<file path="config.mk">
export PLATFORM = sky130hd
export DESIGN_NAME = lsu_mem_port_flat
export DESIGN_NICKNAME = d
export VERILOG_FILES = /design/src/rtl/lsu_mem_port_if.sv /design/src/rtl/lsu_mem_port.sv /design/src/flat_wrapper.sv
export SDC_FILE = /design/constraint.sdc
export NUM_CORES = 1
export LEC_CHECK = 0
export ABC_AREA = 0
export ABC_CLOCK_PERIOD_IN_PS = 1990
export BUFFER_PORTS_ARGS = -buffer_cell sky130_fd_sc_hd__buf_2
export CELL_PAD_IN_SITES_DETAIL_PLACEMENT = 1
export CELL_PAD_IN_SITES_GLOBAL_PLACEMENT = 1
export CORE_MARGIN = 2
export CORE_UTILIZATION = 34
export CTS_BUF_LIST = sky130_fd_sc_hd__clkbuf_2 sky130_fd_sc_hd__clkbuf_4 sky130_fd_sc_hd__clkbuf_8
export CTS_CLUSTER_SIZE = 28
export DETAILED_ROUTE_END_ITERATION = 10
export PLACE_DENSITY_LB_ADDON = 0.1
export SYNTH_ARGS = -nofsm -noshare
export SYNTH_HDL_FRONTEND = slang
export SYNTH_SLANG_ARGS = --single-unit
</file>
<file path="constraint.sdc">
create_clock -name clock -period 1.99 [get_ports clock]
set_clock_uncertainty 0.2 [all_clocks]
set_input_delay 0.199 -clock clock [delete_from_list [all_inputs] [get_ports clock]]
set_output_delay 0.199 -clock clock [all_outputs]
set_load 0.005 [all_outputs]
</file>
<file path="src/rtl/lsu_mem_port_if.sv">
// Request/response and memory-port bundle for lsu_mem_port.
// master = execute stage plus memory; slave = the load/store unit.
interface lsu_mem_port_if;
  logic        req_valid;
  logic        req_ready;
  logic        req_we;
  logic [2:0]  req_funct3;
  logic [31:0] req_addr;
  logic [31:0] req_wdata;
  logic        resp_valid;
  logic [31:0] resp_rdata;
  logic        resp_misaligned;
  logic        mem_rw;
  logic [31:0] mem_ain;
  logic [31:0] mem_din;
  logic [31:0] mem_dout;

  modport master (
    output req_valid, req_we, req_funct3, req_addr, req_wdata,
    input  req_ready, resp_valid, resp_rdata, resp_misaligned,
    input  mem_rw, mem_ain, mem_din,
    output mem_dout
  );

  modport slave (
    input  req_valid, req_we, req_funct3, req_addr, req_wdata,
    output req_ready, resp_valid, resp_rdata, resp_misaligned,
    output mem_rw, mem_ain, mem_din,
    input  mem_dout
  );
endinterface

</file>
<file path="src/rtl/lsu_mem_port.sv">
// RV32 load/store unit over a word-only memory port; sub-word stores use read-modify-write.
// Optional LSU_MISALIGN_TRAP_EN: reject misaligned half/word accesses instead of masking the address.

// One byte lane of the store merge: keep the old memory byte or take the new one.
module lsu_byte_lane (
  input  logic       sel,
  input  logic [7:0] old_b,
  input  logic [7:0] new_b,
  output logic [7:0] out_b
);
  assign out_b = sel ? new_b : old_b;
endmodule

module lsu_mem_port #(
  parameter int MEM_WORDS = 1024,
  parameter int IDX_BITS  = $clog2(MEM_WORDS)
) (
  input logic          clock,
  input logic          reset,
  lsu_mem_port_if.slave bus
);
  localparam int NUM_LANES = 4;

  typedef enum logic [1:0] {IDLE, READ, MERGE, WRITE} state_t;
  typedef enum logic [1:0] {SZ_B, SZ_H, SZ_W} size_t;

  typedef struct packed {
    logic                we;
    logic                uns;
    size_t               size;
    logic [IDX_BITS+1:0] addr;
    logic [31:0]         wdata;
  } req_t;

  state_t state;
  req_t   rq;
  req_t   nreq;
  logic   accept;

  // Bits above the word index alias onto the same memory word.
  logic unused_addr_hi;
  assign unused_addr_hi = ^bus.req_addr[31:IDX_BITS+2];

  always_comb begin
    nreq       = '0;
    nreq.we    = bus.req_we;
    nreq.uns   = bus.req_funct3[2];
    nreq.addr  = bus.req_addr[IDX_BITS+1:0];
    nreq.wdata = bus.req_wdata;
    case (bus.req_funct3[1:0])
      2'b00:   nreq.size = SZ_B;
      2'b01:   nreq.size = SZ_H;
      default: nreq.size = SZ_W;
    endcase
`ifndef LSU_MISALIGN_TRAP_EN
    // Without the trap, force natural alignment so the access proceeds on the containing lane.
    if (nreq.size == SZ_H) nreq.addr[0]   = 1'b0;
    if (nreq.size == SZ_W) nreq.addr[1:0] = 2'b00;
`endif
  end

`ifdef LSU_MISALIGN_TRAP_EN
  logic misaligned;
  logic mis_pend;
  assign misaligned = ((nreq.size == SZ_H) &&  nreq.addr[0]) ||
                      ((nreq.size == SZ_W) && (nreq.addr[1:0] != 2'b00));
`else
  assign bus.resp_misaligned = 1'b0;
`endif

  assign bus.req_ready = (state == IDLE) && !reset;
  assign accept        = bus.req_valid && bus.req_ready;

  // Store lane enables and the store data replicated across every lane it may land in.
  logic [NUM_LANES-1:0]      be;
  logic [NUM_LANES-1:0][7:0] wrep;
  logic [NUM_LANES-1:0][7:0] merged;

  always_comb begin
    case (rq.size)
      SZ_B: begin
        be   = 4'b0001 << rq.addr[1:0];
        wrep = {4{rq.wdata[7:0]}};
      end
      SZ_H: begin
        be   = rq.addr[1] ? 4'b1100 : 4'b0011;
        wrep = {2{rq.wdata[15:0]}};
      end
      default: begin
        be   = 4'b1111;
        wrep = rq.wdata;
      end
    endcase
  end

  for (genvar i = 0; i < NUM_LANES; i++) begin : g_lane
    lsu_byte_lane u_lane (
      .sel   (be[i]),
      .old_b (bus.mem_dout[8*i +: 8]),
      .new_b (wrep[i]),
      .out_b (merged[i])
    );
  end

  // Load lane extraction and extension.
  logic [7:0]  ld_b;
  logic [15:0] ld_h;
  logic [31:0] ld_ext;

  always_comb begin
    ld_b = bus.mem_dout[{rq.addr[1:0], 3'b000} +: 8];
    ld_h = rq.addr[1] ? bus.mem_dout[31:16] : bus.mem_dout[15:0];
    case (rq.size)
      SZ_B:    ld_ext = {{24{!rq.uns && ld_b[7]}}, ld_b};
      SZ_H:    ld_ext = {{16{!rq.uns && ld_h[15]}}, ld_h};
      default: ld_ext = bus.mem_dout;
    endcase
  end

  // Write enable is gated by reset so an aborted merge never commits.
  assign bus.mem_rw  = !reset && ((state == WRITE) || ((state == MERGE) && rq.we));
  assign bus.mem_ain = {{(32-IDX_BITS){1'b0}}, rq.addr[IDX_BITS+1:2]};
  assign bus.mem_din = (state == MERGE) ? merged : rq.wdata;

  always_ff @(posedge clock) begin
    if (reset) begin
      state          <= IDLE;
      rq             <= '0;
      bus.resp_valid <= 1'b0;
      bus.resp_rdata <= '0;
`ifdef LSU_MISALIGN_TRAP_EN
      bus.resp_misaligned <= 1'b0;
      mis_pend            <= 1'b0;
`endif
    end else begin
      bus.resp_valid <= 1'b0;
`ifdef LSU_MISALIGN_TRAP_EN
      bus.resp_misaligned <= 1'b0;
      // A rejected request answers one edge after accept while the FSM stays in IDLE.
      if (mis_pend) begin
        bus.resp_valid      <= 1'b1;
        bus.resp_misaligned <= 1'b1;
        bus.resp_rdata      <= '0;
        mis_pend            <= 1'b0;
      end
`endif
      case (state)
        IDLE: begin
          if (accept) begin
            rq <= nreq;
`ifdef LSU_MISALIGN_TRAP_EN
            if (misaligned) mis_pend <= 1'b1;
            else
`endif
            state <= (nreq.we && (nreq.size == SZ_W)) ? WRITE : READ;
          end
        end
        READ: state <= MERGE;
        MERGE: begin
          bus.resp_valid <= 1'b1;
          bus.resp_rdata <= rq.we ? 32'd0 : ld_ext;
          state          <= IDLE;
        end
        WRITE: begin
          bus.resp_valid <= 1'b1;
          bus.resp_rdata <= '0;
          state          <= IDLE;
        end
        default: state <= IDLE;
      endcase
    end
  end
endmodule
</file>
<file path="src/flat_wrapper.sv">
// flat-port wrapper written by rule: the top's interface ports become plain ports
module lsu_mem_port_flat 
#(
  parameter int MEM_WORDS = 1024,
  parameter int IDX_BITS  = $clog2(MEM_WORDS)
)
  (clock, reset, bus_req_valid, bus_req_we, bus_req_funct3, bus_req_addr, bus_req_wdata, bus_req_ready, bus_resp_valid, bus_resp_rdata, bus_resp_misaligned, bus_mem_rw, bus_mem_ain, bus_mem_din, bus_mem_dout);
  lsu_mem_port_if bus_i ();
  input logic clock;
  input logic reset;
  input wire logic [$bits(bus_i.req_valid)-1:0] bus_req_valid;
  input wire logic [$bits(bus_i.req_we)-1:0] bus_req_we;
  input wire logic [$bits(bus_i.req_funct3)-1:0] bus_req_funct3;
  input wire logic [$bits(bus_i.req_addr)-1:0] bus_req_addr;
  input wire logic [$bits(bus_i.req_wdata)-1:0] bus_req_wdata;
  output wire logic [$bits(bus_i.req_ready)-1:0] bus_req_ready;
  output wire logic [$bits(bus_i.resp_valid)-1:0] bus_resp_valid;
  output wire logic [$bits(bus_i.resp_rdata)-1:0] bus_resp_rdata;
  output wire logic [$bits(bus_i.resp_misaligned)-1:0] bus_resp_misaligned;
  output wire logic [$bits(bus_i.mem_rw)-1:0] bus_mem_rw;
  output wire logic [$bits(bus_i.mem_ain)-1:0] bus_mem_ain;
  output wire logic [$bits(bus_i.mem_din)-1:0] bus_mem_din;
  input wire logic [$bits(bus_i.mem_dout)-1:0] bus_mem_dout;
  assign bus_i.req_valid = bus_req_valid;
  assign bus_i.req_we = bus_req_we;
  assign bus_i.req_funct3 = bus_req_funct3;
  assign bus_i.req_addr = bus_req_addr;
  assign bus_i.req_wdata = bus_req_wdata;
  assign bus_req_ready = bus_i.req_ready;
  assign bus_resp_valid = bus_i.resp_valid;
  assign bus_resp_rdata = bus_i.resp_rdata;
  assign bus_resp_misaligned = bus_i.resp_misaligned;
  assign bus_mem_rw = bus_i.mem_rw;
  assign bus_mem_ain = bus_i.mem_ain;
  assign bus_mem_din = bus_i.mem_din;
  assign bus_i.mem_dout = bus_mem_dout;
  lsu_mem_port #(.MEM_WORDS(MEM_WORDS), .IDX_BITS(IDX_BITS)) u_core (.clock(clock), .reset(reset), .bus(bus_i));
endmodule
</file>
# Word level (Yosys, flattened, before mapping)
# Cells that the tools add are included.
word_totals:
  reg_bits: 83
  latchBits: 0
  mem_bits_rw: 0
  mem_bits_ro: 0
  input_bits: 103
  out_inout_bits: 100
  elab_cells: 53
  n_memories: 0
op_classes:
  n_addsub: 0
  n_mul: 0
  div: 0
  order_cmp: 0
  eq_ne: 8
  n_shift: 2
  n_mux: 19
  n_bitwise: 0
  n_reduce_logical: 16
ops:
  columns: ["op", "count"]
  rows:
  - ["$pmux W32 S2", 3]
  - ["$mux W32", 2]
  - ["$mux W8", 4]
  - ["$shiftx A32 B6 Y8", 1]
  - ["$mux W16", 1]
  - ["$eq A2 B1 Y1 const B", 4]
  - ["$pmux W4 S2", 1]
  - ["$logic_and A1 B1 Y1", 7]
  - ["$eq A2 B2 Y1 const B", 3]
  - ["$logic_not A2 Y1", 3]
  - ["$mux W2", 3]
  - ["$pmux W2 S3", 1]
  - ["$mux W4", 1]
  - ["$pmux W2 S2", 1]
  - ["$shl A1 B2 Y4 const A", 1]
  - ["$logic_not A1 Y1", 2]
  - ["$mux W1", 2]
  - ["$ne A2 B1 Y1 const B", 1]
  - ["$reduce_and A2 Y1", 1]
  - ["$reduce_bool A2 Y1", 1]
  - ["$reduce_or A2 Y1", 1]
  - ["$logic_or A1 B1 Y1", 1]

# Longest topological paths before layout
depth:
  depth_word: 7
  ltp_mapped: 8
  ltp_nobuf: 5

# Cells and area by module
# From an unflattened synthesis, not the netlist that was laid out.
unflattened:
  cells_unflattened: 529
  hier_area_um2: 4794.6
by_module_without_submodules:
  columns: ["mod", "n_inst", "cells_each", "area_per_inst_um2", "seq_area_each_um2"]
  rows:
  - ["lsu_mem_port", 1, 493, 4269.1, 1661.6]
  - ["lsu_byte_lane", 4, 9, 131.4, 0.0]

# Worst setup path before layout
# Ideal clock, no wire load.
synth_path:
  path_type: "flip-flop to output port"
  start: "register u_core.rq[33] (netlist bit)"
  end: "output bus_mem_din[0]"
  t_arrival_ns: 1.499
  t_required_ns: 1.591
  setup_slack_ns: 0.092
  stages_incl_launch_ff: 7
  path_buffers: 2
  path_cell_list: "dfxtp_1 buf_2 nor2b_1 buf_2 a21oi_1 nor2_2 mux2_2"
synth_between:
  elab_chain_len: 4
  word_cells_on_any_way: 5
  cone_classes: "shift (1); mux (4)"
synth_lines:
  columns: ["item", "line_no", "source"]
  rows:
  - ["start, declared", "lsu_mem_port.sv:36", "req_t rq;"]
  - ["start signal, assigned", "lsu_mem_port.sv:150", "rq <= nreq;"]
  - ["$mux W4 / $shl A1 B2 Y4 (equally long branches)", "lsu_mem_port.sv:86, lsu_mem_port.sv:82", null]
  - ["$pmux W4 S2 (*)", "lsu_mem_port.sv:80", "case (rq.size)"]
  - ["$mux W8 (*)", "lsu_mem_port.sv:11", "assign out_b = sel ? new_b : old_b;"]
  - ["$mux W32 (*)", "lsu_mem_port.sv:123", "assign bus.mem_din = (state == MERGE) ? merged : rq.wdata;"]
  - ["end, declared", "flat_wrapper.sv:22", "output wire logic [$bits(bus_i.mem_din)-1:0] bus_mem_din;"]
# Every way passes the cells marked *; elsewhere a longest branch is shown, timed or not.

# Final worst setup path
layout_path:
  start: "register u_core.rq[44] (netlist bit)"
  end: "output bus_mem_din[0]"
layout_between:
  elab_chain_len: 4
  word_cells_on_any_way: 5
  cone_classes: "eq/ne (1); mux (3); reduce/logical (1)"
layout_lines:
  columns: ["item", "line_no"]
  rows:
  - ["$eq A2 B1 Y1 / $logic_not A2 Y1 (equally long branches)", "lsu_mem_port.sv:80"]
  - ["$pmux W4 S2 (*)", "lsu_mem_port.sv:80"]
  - ["$mux W8 (*)", "lsu_mem_port.sv:11"]
  - ["$mux W32 (*)", "lsu_mem_port.sv:123"]
# Marked as above.

==> metrics <==
setup ws final=-161 ps; grt ovf=0; CTS H-tree depth=3; Avg Vias per Cell=around 5.2; max incr delay on CP=roughly 440 ps; critical path's top delay family=flip-flops; crit start category=register; worst setup path endpoint=bus_mem_din[0]; Initial Util=0.349; first-pass GRT wire length=a little under 30000 um; ys async rst share=0; critical path class=register to output pin; # IOs=between 200 and 250; GRT Total Usage=0.266; clock sink count=83; fmax=around 470 MHz; DRT iter0 DRCs=about 240; FF-to-FF Start=u_core.rq[33]$_SDFFE_PP0P_; Max Cap Violations=0; TritonCTS Buffers=9; share of layout cells above drive strength 1=0.393; commonest non-fill, non-tap cells in the layout=buf_2 (151), nand2_1 (115), dlygate4sd3_1 (79); Area after DPL=5310 um2; WP data arrival=approximately 1800 ps; Fin. Hold Viols=0; Tcrit/Tclk final=1.08; Leak Pwr=between 3 and 4 nW; CP Buf/Inv Count=2; nets@finish=~920; failing checks=negative setup slack; Yosys Warn Count=0; Detailed Routing Iterations Pass 1=4; most common cell after layout, fill and taps aside=buf_2; Synth Flop Type=dfxtp_1; Worst-Skew Late Latency=around 380 ps; cell at the root of the clock tree=clkbuf_8; vias in the first global route=roughly 5400; drt wl/cell=between 15 and 20 um; unrepaired setup endpoints after global routing=yes; Layout area overhead=64.5%; final setup vio count=32; Slew Limit Fails=0; core area=roughly 13000 um2; Max clock buf depth=2; largest net degree at the start of global routing=between 40 and 50; Register-to-Register Setup Slack=~30 ps; DRT antenna net count=0; Critical path origin=u_core.rq[44]$_SDFFE_PP0P_; hold slack=between 50 and 60 ps; routed wire length=18900 um; Max VDD drop=~0.35 mV; chip height=~120 um; synthesized area=~4400 um2; die area=13900 um2; PD cells=~560 nW/um2; DRC errors left=0; detailed-route via count=around 5100; crit path max fanout=7; Mapped Cells=563; CP Cell Sequence=nand2b_4, a21oi_4, nor2_4, buf_12, mux2_4, buf_6; Crit path depth=6; row cnt=41; RD Place Congestion=~0.84; fin crit period=2150 ps; pre-CTS setup slack=-47.9 ps; FF+latch count, synth=between 80 and 90; Reg clk slew, reported paths=roughly 80 ps; antenna violations before repair=0; register area share after synthesis=0.377; Req. time, crit path=roughly 1600 ps; EDFF count, synth=0; Worst Reg-to-Reg Cells=5; die span in x=between 100 and 150 um; average size of a mapped cell=7.82 um2; CP max stage cell=dfxtp_4; Detail Placement HPWL=11400 um; status=complete, but fails checks; Critical Path Sink Type=output pin; CTS tree=yes; actual slew at the worst max-slew pin=around 530 ps; hold crit path type=input pin to register; IO buf count=roughly 160; finished layout cell area=just over 7000 um2; Worst R2R End=u_core.bus.resp_rdata[1]$_SDFFE_PP0P_; Slew HR=0.645; Unique masters post-synth=between 40 and 50; ant diodes=0
==> sequential cells by signal, indices dropped and copies added (netlist names) <==
signal and cells:
u_core.rq 38, u_core.bus.resp_rdata 32, u_core.bus.mem_ain 10, u_core.state 2
u_core.bus.resp_valid 1
==> synthesized netlist by cell type, types with 2 or more instances <==
library cell / instances / area share
nand2_1: 121 / 0.10
a21oi_1: 91 / 0.10
dfxtp_1: 83 / 0.38
buf_4: 35 / 0.060
clkbuf_1: 24 / 0.020
nor2_1: 20 / 0.017
mux2i_1: 17 / 0.039
buf_2: 16 / 0.018
inv_1: 16 / 0.014
o21ai_0: 16 / 0.018
a22oi_1: 14 / 0.024
a221o_2: 10 / 0.026
nand2b_1: 10 / 0.014
a31oi_1: 9 / 0.013
mux2_2: 9 / 0.023
nand3_1: 9 / 0.010
a22o_1: 8 / 0.016
or3_1: 8 / 0.011
nor4b_1: 7 / 0.014
o311ai_0: 7 / 0.014
a221o_1: 6 / 0.014
and2_1: 2 / 0.0028
nand3b_1: 2 / 0.0034
nor2b_1: 2 / 0.0028
nor3_1: 2 / 0.0023
nor3b_1: 2 / 0.0034
==> power by group <==
part / total, mW / switching (mW) / leakage [nW] / internal [mW]
Sequential: 1.79 / 0.0622 / 0.680 / 1.73
Clock: 1.34 / 0.659 / 0.107 / 0.680
Combinational: 0.955 / 0.469 / 2.26 / 0.485
==> through the flow <==
step                      power (mW)   util  setup TNS (ps)  cells
after floorplan                 2.18      -               0    585
after global placement          2.45  0.420           -18.0    862
after detailed placement        2.46  0.420            -212    862
after CTS                       4.04  0.557           -3010    983
after global routing            4.27  0.574           -4500    989
final                           4.09  0.574           -3040    989
==> worst min path at each step <==
stage | end | depth (start not counted) | start | slack [ps]
detailed placement | u_core.bus.mem_ain[5]$_SDFFE_PP0P_ | 3 | bus_req_addr[7] | 250
global placement | u_core.bus.resp_rdata[2]$_SDFFE_PP0P_ | 2 | u_core.bus.resp_rdata[2]$_SDFFE_PP0P_ | 240
finish | u_core.bus.resp_rdata[7]$_SDFFE_PP0P_ | 4 | bus_mem_dout[7] | 60
CTS | u_core.bus.resp_rdata[7]$_SDFFE_PP0P_ | 4 | bus_mem_dout[7] | 20
floorplan | u_core.bus.mem_ain[0]$_SDFFE_PP0P_ | 2 | bus_req_addr[2] | 130
global route | u_core.bus.resp_rdata[15]$_SDFFE_PP0P_ | 3 | bus_mem_dout[15] | 80
==> metal layers <==
metal | track usage | share of wire | vias up
li1 | - | - | 2414
met1 | 0.325 | 0.42 | 2477
met2 | 0.468 | 0.51 | 185
met3 | 0.0484 | 0.053 | 30
met4 | 0.0904 | 0.023 | 0
met5 | 0 | 0 | -
==> worst min-delay path, stage by stage <==
cell     delay (ps)
buf_2           140
nand2_1          70
nand3_1          80
a22o_1          110
==> cell families after synthesis <==
family                 after synthesis  share of synthesized area
AO/OA/AOI/OAI                      167                      0.243
multiplexers                        26                     0.0617
flip-flops                          83                      0.377
buffers and inverters               94                      0.116
AND/OR/NAND/NOR                    192                      0.201
other                                1                   0.000852
==> layout make-up <==
type | instances | area, um2
multi-input combinational | 410 | 2750
clock inverter | 3 | 46.3
fill | 1551 | 5380
inverter | 17 | 76.3
sequential | 83 | 1680
tap | 172 | 215
timing repair buffer | 291 | 2300
clock buffer | 13 | 166
==> timing repair <==
item / in CTS / in global routing
cloned: 7 / 1
endpoints found under the setup margin: 39 / 60
hold buffers: 79 / 0
setup buffers: 19 / 8
endpoints found under the hold margin: 79 / 0
pin swaps: 19 / 19
gates resized for setup: 98 / 44
(Power assumes the default switching activity.)
